===== src/rtl/cpu6_hazard_unit_pkg.sv =====
// cpu6_hazard_unit_pkg
// Shared definitions for the cpu6 hazard unit: forward-select encodings,
// control FSM states, instruction field positions and a field-extract helper.
// No ports (package).
package cpu6_hazard_unit_pkg;

  // EX operand source selects
  localparam logic [1:0] CPU6_FWD_RF  = 2'b00;
  localparam logic [1:0] CPU6_FWD_WB  = 2'b01;
  localparam logic [1:0] CPU6_FWD_MEM = 2'b10;

  // Register field positions inside an instruction word
  localparam int CPU6_RS1_LSB = 15;
  localparam int CPU6_RS2_LSB = 20;
  localparam int CPU6_RD_LSB  = 7;

  // Control FSM states
  typedef enum logic [1:0] {
    ST_RUN     = 2'b00,
    ST_REDIR   = 2'b01,
    ST_MEMWAIT = 2'b10
  } hz_state_t;

  // Per-cycle pipeline control bundle
  typedef struct packed {
    logic stallF;
    logic stallD;
    logic stallE;
    logic stallM;
    logic flushD;
    logic flushE;
    logic flushW;
  } hz_ctl_t;

  // Pull a 5-bit register index out of an instruction word
  function automatic logic [4:0] regField(input logic [31:0] instr, input int lsb);
    return instr[lsb +: 5];
  endfunction

endpackage


===== src/rtl/cpu6_hazard_unit_if.sv =====
// cpu6_hazard_unit_if
// Bundles the pipeline-side signals of the cpu6 hazard unit.
// Ports (signals):
//   ID:   rs1D, rs2D, usesrs1D, usesrs2D
//   EX:   instrE, regwriteE, memtoregE, branchtakenE, jumpE
//   MEM:  rdM, regwriteM, memtoregM, memwriteM, dmem_ready
//   WB:   rdW, regwriteW
//   out:  stallF/D/E/M, flushD/E/W, forwardAE/BE, mem_timeout, stall_cnt, flush_cnt
// Modports: master = pipeline datapath, slave = hazard unit.
interface cpu6_hazard_unit_if #(
  parameter int XLEN  = 32,
  parameter int CNT_W = 32
);
  logic [4:0]      rs1D;
  logic [4:0]      rs2D;
  logic            usesrs1D;
  logic            usesrs2D;
  logic [XLEN-1:0] instrE;
  logic            regwriteE;
  logic            memtoregE;
  logic            branchtakenE;
  logic            jumpE;
  logic [4:0]      rdM;
  logic            regwriteM;
  logic            memtoregM;
  logic            memwriteM;
  logic            dmem_ready;
  logic [4:0]      rdW;
  logic            regwriteW;
  logic            stallF;
  logic            stallD;
  logic            stallE;
  logic            stallM;
  logic            flushD;
  logic            flushE;
  logic            flushW;
  logic [1:0]      forwardAE;
  logic [1:0]      forwardBE;
  logic            mem_timeout;
  logic [CNT_W-1:0] stall_cnt;
  logic [CNT_W-1:0] flush_cnt;

  modport master (
    output rs1D, rs2D, usesrs1D, usesrs2D, instrE, regwriteE, memtoregE,
           branchtakenE, jumpE, rdM, regwriteM, memtoregM, memwriteM,
           dmem_ready, rdW, regwriteW,
    input  stallF, stallD, stallE, stallM, flushD, flushE, flushW,
           forwardAE, forwardBE, mem_timeout, stall_cnt, flush_cnt
  );

  modport slave (
    input  rs1D, rs2D, usesrs1D, usesrs2D, instrE, regwriteE, memtoregE,
           branchtakenE, jumpE, rdM, regwriteM, memtoregM, memwriteM,
           dmem_ready, rdW, regwriteW,
    output stallF, stallD, stallE, stallM, flushD, flushE, flushW,
           forwardAE, forwardBE, mem_timeout, stall_cnt, flush_cnt
  );
endinterface


===== src/rtl/cpu6_fwd_sel.sv =====
// cpu6_fwd_sel
// Chooses where one EX operand comes from: regfile, WB result or MEM result.
// Ports:
//   rsE        in  5  EX source register
//   rdM        in  5  MEM destination, regwriteM/memtoregM its control bits
//   rdW        in  5  WB destination, regwriteW its write enable
//   fwd        out 2  select (CPU6_FWD_RF / CPU6_FWD_WB / CPU6_FWD_MEM)
module cpu6_fwd_sel
  import cpu6_hazard_unit_pkg::*;
(
  input  logic [4:0] rsE,
  input  logic [4:0] rdM,
  input  logic       regwriteM,
  input  logic       memtoregM,
  input  logic [4:0] rdW,
  input  logic       regwriteW,
  output logic [1:0] fwd
);

  // MEM wins over WB because it holds the younger value. A load in MEM has
  // no data yet, so it never forwards; x0 is hardwired and never forwards.
  always_comb begin
    fwd = CPU6_FWD_RF;
    if (regwriteM && !memtoregM && (rdM != 5'd0) && (rdM == rsE)) begin
      fwd = CPU6_FWD_MEM;
    end else if (regwriteW && (rdW != 5'd0) && (rdW == rsE)) begin
      fwd = CPU6_FWD_WB;
    end
  end

endmodule


===== src/rtl/cpu6_hazard_unit.sv =====
// cpu6_hazard_unit
// Pipeline control for the cpu6 5-stage core: stalls, flushes, EX operand
// forwarding, a redirect shadow / data-memory wait FSM, and saturating
// performance counters. flushE feeds the flash input of the ID/EX register.
// Ports:
//   clk    in   clock
//   reset  in   synchronous active-high reset
//   hz     slave modport of cpu6_hazard_unit_if (all pipeline signals)
// Parameters: XLEN (>=32), IMEM_LAT (0..3), MEM_TIMEOUT (>=1), CNT_W.
module cpu6_hazard_unit
  import cpu6_hazard_unit_pkg::*;
#(
  parameter int XLEN        = 32,
  parameter int IMEM_LAT    = 1,
  parameter int MEM_TIMEOUT = 255,
  parameter int CNT_W       = 32
) (
  input  logic              clk,
  input  logic              reset,
  cpu6_hazard_unit_if.slave hz
);

  localparam int WAIT_W = (MEM_TIMEOUT < 2) ? 1 : $clog2(MEM_TIMEOUT + 1);
  localparam logic [WAIT_W-1:0] WAIT_MAX    = WAIT_W'(MEM_TIMEOUT);
  localparam logic [1:0]        SHADOW_INIT = 2'(IMEM_LAT);

  hz_state_t         state;
  logic [1:0]        shadowCnt;
  logic [WAIT_W-1:0] waitCnt;
  logic              memTimeout;
  logic [CNT_W-1:0]  stallCnt;
  logic [CNT_W-1:0]  flushCnt;

  logic [4:0] rs1E;
  logic [4:0] rs2E;
  logic [4:0] rdE;
  logic       memReq;
  logic       redirect;
  logic       ldUse;
  logic       memStall;
  hz_ctl_t    ctl;
  logic [1:0] fwdA;
  logic [1:0] fwdB;
  logic       unusedInstr;

  assign rs1E = regField(hz.instrE[31:0], CPU6_RS1_LSB);
  assign rs2E = regField(hz.instrE[31:0], CPU6_RS2_LSB);
  assign rdE  = regField(hz.instrE[31:0], CPU6_RD_LSB);
  assign unusedInstr = ^{hz.instrE[XLEN-1:25], hz.instrE[14:12], hz.instrE[6:0]};

  assign memReq   = hz.memtoregM | hz.memwriteM;
  assign redirect = hz.branchtakenE | hz.jumpE;
  assign memStall = memReq & ~hz.dmem_ready;
  assign ldUse    = hz.memtoregE & hz.regwriteE & (rdE != 5'd0) &
                    ((hz.usesrs1D & (hz.rs1D == rdE)) | (hz.usesrs2D & (hz.rs2D == rdE)));

  // Priority decode of this cycle's control. A memory stall freezes the whole
  // front of the pipe, so any redirect or load-use seen at the same time is
  // simply held and re-decoded once memory answers. While in the redirect
  // shadow the ID instruction is wrong-path, so load-use is not considered.
  always_comb begin
    ctl = '0;
    if (reset) begin
      ctl.flushD = 1'b1;
      ctl.flushE = 1'b1;
    end else if (memStall) begin
      ctl.stallF = 1'b1;
      ctl.stallD = 1'b1;
      ctl.stallE = 1'b1;
      ctl.stallM = 1'b1;
      ctl.flushW = 1'b1;
    end else if (redirect) begin
      ctl.flushD = 1'b1;
      ctl.flushE = 1'b1;
    end else if (state == ST_REDIR) begin
      ctl.flushD = 1'b1;
    end else if (ldUse) begin
      ctl.stallF = 1'b1;
      ctl.stallD = 1'b1;
      ctl.flushE = 1'b1;
    end
  end

  // FSM, wait/shadow counters, sticky timeout flag and performance counters.
  // MEMWAIT falls back to the normal decode as soon as memory is ready, so a
  // held redirect takes effect in the release cycle. The shadow counter is
  // reloaded by every redirect, including one that lands inside the shadow.
  always_ff @(posedge clk) begin
    if (reset) begin
      state      <= ST_RUN;
      shadowCnt  <= '0;
      waitCnt    <= '0;
      memTimeout <= 1'b0;
      stallCnt   <= '0;
      flushCnt   <= '0;
    end else begin
      if (ctl.stallF && (stallCnt != '1)) begin
        stallCnt <= stallCnt + CNT_W'(1);
      end
      if (memStall) begin
        state <= ST_MEMWAIT;
        if (waitCnt != WAIT_MAX) begin
          waitCnt <= waitCnt + WAIT_W'(1);
        end
        if (waitCnt >= (WAIT_MAX - WAIT_W'(1))) begin
          memTimeout <= 1'b1;
        end
      end else begin
        waitCnt <= '0;
        if (redirect) begin
          if (flushCnt != '1) begin
            flushCnt <= flushCnt + CNT_W'(1);
          end
          if (IMEM_LAT > 0) begin
            state     <= ST_REDIR;
            shadowCnt <= SHADOW_INIT;
          end else begin
            state <= ST_RUN;
          end
        end else if (state == ST_REDIR) begin
          if (shadowCnt > 2'd1) begin
            shadowCnt <= shadowCnt - 2'd1;
          end else begin
            shadowCnt <= '0;
            state     <= ST_RUN;
          end
        end else begin
          state <= ST_RUN;
        end
      end
    end
  end

  cpu6_fwd_sel u_fwd_a (
    .rsE       (rs1E),
    .rdM       (hz.rdM),
    .regwriteM (hz.regwriteM),
    .memtoregM (hz.memtoregM),
    .rdW       (hz.rdW),
    .regwriteW (hz.regwriteW),
    .fwd       (fwdA)
  );

  cpu6_fwd_sel u_fwd_b (
    .rsE       (rs2E),
    .rdM       (hz.rdM),
    .regwriteM (hz.regwriteM),
    .memtoregM (hz.memtoregM),
    .rdW       (hz.rdW),
    .regwriteW (hz.regwriteW),
    .fwd       (fwdB)
  );

  assign hz.stallF      = ctl.stallF;
  assign hz.stallD      = ctl.stallD;
  assign hz.stallE      = ctl.stallE;
  assign hz.stallM      = ctl.stallM;
  assign hz.flushD      = ctl.flushD;
  assign hz.flushE      = ctl.flushE;
  assign hz.flushW      = ctl.flushW;
  assign hz.forwardAE   = reset ? CPU6_FWD_RF : fwdA;
  assign hz.forwardBE   = reset ? CPU6_FWD_RF : fwdB;
  assign hz.mem_timeout = memTimeout;
  assign hz.stall_cnt   = stallCnt;
  assign hz.flush_cnt   = flushCnt;

endmodule

===== src/flat_wrapper.sv =====
// flat-port wrapper written by rule: the top's interface ports become plain ports
module cpu6_hazard_unit_flat import cpu6_hazard_unit_pkg::*;
#(
  parameter int XLEN        = 32,
  parameter int IMEM_LAT    = 1,
  parameter int MEM_TIMEOUT = 255,
  parameter int CNT_W       = 32
)
  (clk, reset, hz_rs1D, hz_rs2D, hz_usesrs1D, hz_usesrs2D, hz_instrE, hz_regwriteE, hz_memtoregE, hz_branchtakenE, hz_jumpE, hz_rdM, hz_regwriteM, hz_memtoregM, hz_memwriteM, hz_dmem_ready, hz_rdW, hz_regwriteW, hz_stallF, hz_stallD, hz_stallE, hz_stallM, hz_flushD, hz_flushE, hz_flushW, hz_forwardAE, hz_forwardBE, hz_mem_timeout, hz_stall_cnt, hz_flush_cnt);
  cpu6_hazard_unit_if #(.XLEN(XLEN), .CNT_W(CNT_W)) hz_i ();
  input  logic clk;
  input  logic reset;
  input wire logic [$bits(hz_i.rs1D)-1:0] hz_rs1D;
  input wire logic [$bits(hz_i.rs2D)-1:0] hz_rs2D;
  input wire logic [$bits(hz_i.usesrs1D)-1:0] hz_usesrs1D;
  input wire logic [$bits(hz_i.usesrs2D)-1:0] hz_usesrs2D;
  input wire logic [$bits(hz_i.instrE)-1:0] hz_instrE;
  input wire logic [$bits(hz_i.regwriteE)-1:0] hz_regwriteE;
  input wire logic [$bits(hz_i.memtoregE)-1:0] hz_memtoregE;
  input wire logic [$bits(hz_i.branchtakenE)-1:0] hz_branchtakenE;
  input wire logic [$bits(hz_i.jumpE)-1:0] hz_jumpE;
  input wire logic [$bits(hz_i.rdM)-1:0] hz_rdM;
  input wire logic [$bits(hz_i.regwriteM)-1:0] hz_regwriteM;
  input wire logic [$bits(hz_i.memtoregM)-1:0] hz_memtoregM;
  input wire logic [$bits(hz_i.memwriteM)-1:0] hz_memwriteM;
  input wire logic [$bits(hz_i.dmem_ready)-1:0] hz_dmem_ready;
  input wire logic [$bits(hz_i.rdW)-1:0] hz_rdW;
  input wire logic [$bits(hz_i.regwriteW)-1:0] hz_regwriteW;
  output wire logic [$bits(hz_i.stallF)-1:0] hz_stallF;
  output wire logic [$bits(hz_i.stallD)-1:0] hz_stallD;
  output wire logic [$bits(hz_i.stallE)-1:0] hz_stallE;
  output wire logic [$bits(hz_i.stallM)-1:0] hz_stallM;
  output wire logic [$bits(hz_i.flushD)-1:0] hz_flushD;
  output wire logic [$bits(hz_i.flushE)-1:0] hz_flushE;
  output wire logic [$bits(hz_i.flushW)-1:0] hz_flushW;
  output wire logic [$bits(hz_i.forwardAE)-1:0] hz_forwardAE;
  output wire logic [$bits(hz_i.forwardBE)-1:0] hz_forwardBE;
  output wire logic [$bits(hz_i.mem_timeout)-1:0] hz_mem_timeout;
  output wire logic [$bits(hz_i.stall_cnt)-1:0] hz_stall_cnt;
  output wire logic [$bits(hz_i.flush_cnt)-1:0] hz_flush_cnt;
  assign hz_i.rs1D = hz_rs1D;
  assign hz_i.rs2D = hz_rs2D;
  assign hz_i.usesrs1D = hz_usesrs1D;
  assign hz_i.usesrs2D = hz_usesrs2D;
  assign hz_i.instrE = hz_instrE;
  assign hz_i.regwriteE = hz_regwriteE;
  assign hz_i.memtoregE = hz_memtoregE;
  assign hz_i.branchtakenE = hz_branchtakenE;
  assign hz_i.jumpE = hz_jumpE;
  assign hz_i.rdM = hz_rdM;
  assign hz_i.regwriteM = hz_regwriteM;
  assign hz_i.memtoregM = hz_memtoregM;
  assign hz_i.memwriteM = hz_memwriteM;
  assign hz_i.dmem_ready = hz_dmem_ready;
  assign hz_i.rdW = hz_rdW;
  assign hz_i.regwriteW = hz_regwriteW;
  assign hz_stallF = hz_i.stallF;
  assign hz_stallD = hz_i.stallD;
  assign hz_stallE = hz_i.stallE;
  assign hz_stallM = hz_i.stallM;
  assign hz_flushD = hz_i.flushD;
  assign hz_flushE = hz_i.flushE;
  assign hz_flushW = hz_i.flushW;
  assign hz_forwardAE = hz_i.forwardAE;
  assign hz_forwardBE = hz_i.forwardBE;
  assign hz_mem_timeout = hz_i.mem_timeout;
  assign hz_stall_cnt = hz_i.stall_cnt;
  assign hz_flush_cnt = hz_i.flush_cnt;
  cpu6_hazard_unit #(.XLEN(XLEN), .IMEM_LAT(IMEM_LAT), .MEM_TIMEOUT(MEM_TIMEOUT), .CNT_W(CNT_W)) u_core (.clk(clk), .reset(reset), .hz(hz_i));
endmodule

===== config.mk =====
export PLATFORM = sky130hd
export DESIGN_NAME = cpu6_hazard_unit_flat
export DESIGN_NICKNAME = d
export VERILOG_FILES = /design/src/rtl/cpu6_hazard_unit_pkg.sv /design/src/rtl/cpu6_hazard_unit_if.sv /design/src/rtl/cpu6_fwd_sel.sv /design/src/rtl/cpu6_hazard_unit.sv /design/src/flat_wrapper.sv
export SDC_FILE = /design/constraint.sdc
export NUM_CORES = 1
export LEC_CHECK = 0
export BUFFER_PORTS_ARGS = -buffer_cell sky130_fd_sc_hd__buf_4
export CAP_MARGIN = 0
export CORE_ASPECT_RATIO = 0.7
export CORE_MARGIN = 4
export CORE_UTILIZATION = 40
export CTS_BUF_LIST = sky130_fd_sc_hd__clkbuf_8
export CTS_CLUSTER_DIAMETER = 60
export DETAILED_ROUTE_END_ITERATION = 10
export PLACE_DENSITY = 0.65
export SLEW_MARGIN = 0
export SYNTH_ARGS = -nofsm -noshare
export SYNTH_HDL_FRONTEND = slang
export SYNTH_SLANG_ARGS = --single-unit

===== constraint.sdc =====
create_clock -name clk -period 3.05 [get_ports clk]
set_input_delay 0.61 -clock clk [delete_from_list [all_inputs] [get_ports clk]]
set_output_delay 0.61 -clock clk [all_outputs]
set_load 0.01 [all_outputs]

==> results.md <==
Status:
- The flow ran to the end, and the final reports show no timing, DRC or antenna violations.

Clock tree:
- The CTS tree is yes.
- Buffers inserted during clock tree synthesis total 9.
- After clock tree synthesis, the repair step resized 0 gates.
- After clock tree synthesis, the clock-pin slew on the worst setup and hold paths is 0.08 ns.
- For this design, the CTS-stage hold fixing added 0 buffers.
- The number of setup buffers added after CTS is 0.
- The cell sitting at the root of the clock tree is a sky130_fd_sc_hd__clkbuf_8.
- The depth of the CTS H-tree is 3.
- The clock latency reported for the late side of the worst-skew pair is 0.35 ns.
- No sink is reached through more buffers than the 2 on the longest clock path.
- The number of clock sinks is 77.

Placed design:
- Prior to clock tree synthesis, the placed netlist has a worst setup slack of 0.402 ns.
- Routability-driven placement finished with a final weighted congestion of 0.819.
- Port buffering added 123 buffers.
- The placed wire-length estimate after detailed placement is 8.44 mm.
- Counting tap cells, the placed design contains a total of 747 instances.

Routing:
- For this run, design rule violations remaining after detail routing come to 0.
- After detailed routing, the number of vias per cell comes to 5.54.
- After detailed routing, the average wire length per cell comes to 15.1 µm.
- The top layer used by detailed routing is met4.
- The met3 wirelength from detailed routing is 754 µm.
- Detailed routing placed a total of 5.48 mm of wire on met2.
- In this run, the number of DRC markers left after iteration 0 of detailed routing was 195.
- The number of iterations in the first detailed-routing pass is 4.
- The wire length on met1 is 5.17 mm.
- Summed over all layers, the routed wires come to 11.5 mm.
- In this run the remaining antenna-violating nets after routing total 0.
- The final route contains 4225 vias.

Floorplanning:
- The initial utilization of the core area, before any placement, comes to 0.407.
- For this design the top-level I/O count stands at 141.
- The core footprint is 10300 µm².
- The horizontal die dimension is 131 µm.
- The floorplan has 31 rows.
- The vertical die dimension is 93.8 µm.
- The area of the die is 12200 µm².

Setup path:
- For the worst setup path, the data required time is 2.44 ns.
- The number of cells on the worst reg-to-reg path is 7.
- The largest fanout of any net on the critical path is 3.
- STA puts the critical path data arrival time at 2.05 ns.
- The kind of launch point of the worst setup path is a primary input.
- STA classifies the critical path endpoint as a primary output.
- The worst setup path is of the in2out kind.

Synthesis:
- In this run, synthesis inferred 0 flip-flops with an integrated enable.
- The number of synthesis warnings is 0.
- The number of instances in the synthesized netlist is 509.
- Counting flops and latches in the post-synthesis netlist gives 77.
- The cell area after synthesis is 4200 µm².
- The number of nets in the synthesized netlist is 578.
- After synthesis, the share of flip-flops with an asynchronous set or reset is 0.
- The most instantiated flip-flop cell in the synthesis netlist is sky130_fd_sc_hd__dfxtp_1.
- The distinct cell type count after synthesis is 52.
- The share of the Yosys chip area taken by registers is 0.367.
- In this run the mean area of a mapped cell was 8.26 µm².

Timing:
- The worst clock skew is 0.00888 ns.
- The setup TNS after final layout is 0 ns.
- The number of hold-slack violations in the final timing report was 0.
- Setup repair after global routing left no endpoint under its margin.
- The final count of pins violating max slew is 0.
- Dividing the final minimum period by the clock period gives 0.874.
- The slew at the pin closest to its max-slew limit is 0.821 ns.
- Based on the critical path, the design can be clocked at up to 375 MHz.
- The number of failing setup endpoints in the final timing report is 0.
- The final worst setup slack is 0.385 ns.
- The worst pin sits at a relative slew slack of 0.444.
- For the finished layout, the period the worst path requires is 2.66 ns.

Min path:
- The path category of the worst min-delay check is reg2reg.
- The worst hold path was traced through 2 stages.

Global routing:
- Across every metal layer, demand over resource in global routing totals 0.191.
- The maximum number of pins on one net before global-route repair is 67.
- The first global-routing pass estimated 19.0 mm of wire.
- The initial antenna violation count is 0.
- Global routing finished with a remaining overflow of 0.
- The number of global-route vias before repair is 3956.

Finish:
- Compared with the post-synthesis result, the final layout area differs by 30.4%.
- The number of cells in the finished layout apart from fillers is 762.
- The number of nets in the final layout is 695.
- The leading cell type in the layout, fill and taps excluded is sky130_fd_sc_hd__buf_4.
- The top cell types in the final layout, fill and taps aside, are 129 x sky130_fd_sc_hd__buf_4, 77 x sky130_fd_sc_hd__dfxtp_1, 45 x sky130_fd_sc_hd__a21oi_1.
- The number of antenna diodes in the final layout is 0.
- Of the cells placed in the final design, the portion with a size suffix greater than 1 is 0.252.

Job:
- The number of max-capacitance violations reported is 0.

Power:
- The leakage power is 2.06 nW.
- The maximum ir drop on the vdd rail is 0.210 mV.
- The total power is 2.07 mW.
- For this design the ratio of total power to cell area is 378 nW/µm².
## synthesized netlist by cell type (4+ instances only)
master                     number  area [µm²]
sky130_fd_sc_hd__inv_1         12        45.0
sky130_fd_sc_hd__nor2_1        39         146
sky130_fd_sc_hd__or4_1         19         143
sky130_fd_sc_hd__nand3_1       32         160
sky130_fd_sc_hd__o21ai_0       12        60.1
sky130_fd_sc_hd__nand2_1       29         109
sky130_fd_sc_hd__buf_2          7        35.0
sky130_fd_sc_hd__o41ai_1        4        35.0
sky130_fd_sc_hd__xor2_1        20         175
sky130_fd_sc_hd__dfxtp_1       77        1540
sky130_fd_sc_hd__and2_1         5        31.3
sky130_fd_sc_hd__o21ai_1       14        70.1
sky130_fd_sc_hd__nor3_1        14        70.1
sky130_fd_sc_hd__and3_1         9        56.3
sky130_fd_sc_hd__nand4_1       20         125
sky130_fd_sc_hd__or3_1         22         138
sky130_fd_sc_hd__clkbuf_1      14        52.6
sky130_fd_sc_hd__and4_1         9        78.8
sky130_fd_sc_hd__o31ai_1       15         113
sky130_fd_sc_hd__nor4_1         6        37.5
sky130_fd_sc_hd__ha_1           4        50.1
sky130_fd_sc_hd__a21oi_1       45         225
sky130_fd_sc_hd__xnor2_1       30         263
## area by class of cell
type | count | area, µm²
Fill cell | 975 | 4830
Multi-Input combinational cell | 394 | 2520
Sequential cell | 77 | 1540
Timing Repair Buffer | 130 | 988
Tap cell | 132 | 165
Clock buffer | 10 | 138
Clock inverter | 5 | 75.1
Inverter | 14 | 52.6
## kinds of logic after synthesis
kind of cell    after synthesis  synth area share
mux                           4            0.0101
fa+ha+maj                     4            0.0119
simple gates                223             0.302
xor+xnor                     50             0.104
buf+inv                      38            0.0387
flops                        77             0.367
compound gates              113             0.167
## worst paths after layout
check | start | endpoint | slack [ns]
setup / recovery | hz_rdM[1] | hz_forwardBE[0] | 0.39
hold / removal | u_core.shadowCnt[1]$_SDFFE_PP0P_ | u_core.shadowCnt[1]$_SDFFE_PP0P_ | 0.48
setup reg to reg | u_core.hz.stall_cnt[6]$_SDFFE_PP0P_ | u_core.hz.stall_cnt[9]$_SDFFE_PP0P_ | 0.67
hold reg to reg | u_core.shadowCnt[1]$_SDFFE_PP0P_ | u_core.shadowCnt[1]$_SDFFE_PP0P_ | 0.48
## routing by layer
metal / track usage / vias up
met5: 0 / -
met4: 0.0445 / 0
met3: 0.0682 / 7
met2: 0.308 / 100
met1: 0.244 / 1986
li1: - / 2132
## through the flow
step | hold slack, ns | util | cell area, µm²
final | 0.480 | 0.532 | 5480
after global routing | 0.518 | 0.532 | 5480
after CTS | 0.471 | 0.532 | 5480
after detailed placement | 0.455 | 0.511 | 5270
after global placement | 0.450 | 0.511 | 5270
after floorplan | 0.434 | - | 4200
## worst max-delay path: stages
cell                      delay (ns)
sky130_fd_sc_hd__buf_4          0.12
sky130_fd_sc_hd__or4_1          0.51
sky130_fd_sc_hd__nor2_1         0.11
sky130_fd_sc_hd__nor3b_1        0.08
sky130_fd_sc_hd__nand4_1        0.10
sky130_fd_sc_hd__nor3_1         0.07
sky130_fd_sc_hd__nor4_1         0.29
sky130_fd_sc_hd__buf_4          0.17
## where the power goes
part	leakage (nW)	total (mW)	switching (mW)	internal, mW
logic	1.32	0.200	0.103	0.0978
clock network	0.112	0.853	0.378	0.475
registers	0.621	1.02	0.00892	1.01
## registers in the layout, indices dropped and copies added, names as in the netlist
register,flops
u_core.hz.flush_cnt,32
u_core.shadowCnt,2
u_core.hz.mem_timeout,1
u_core.state,2
u_core.waitCnt,8
u_core.hz.stall_cnt,32
No activity file was read; power rests on OpenSTA's default activity.
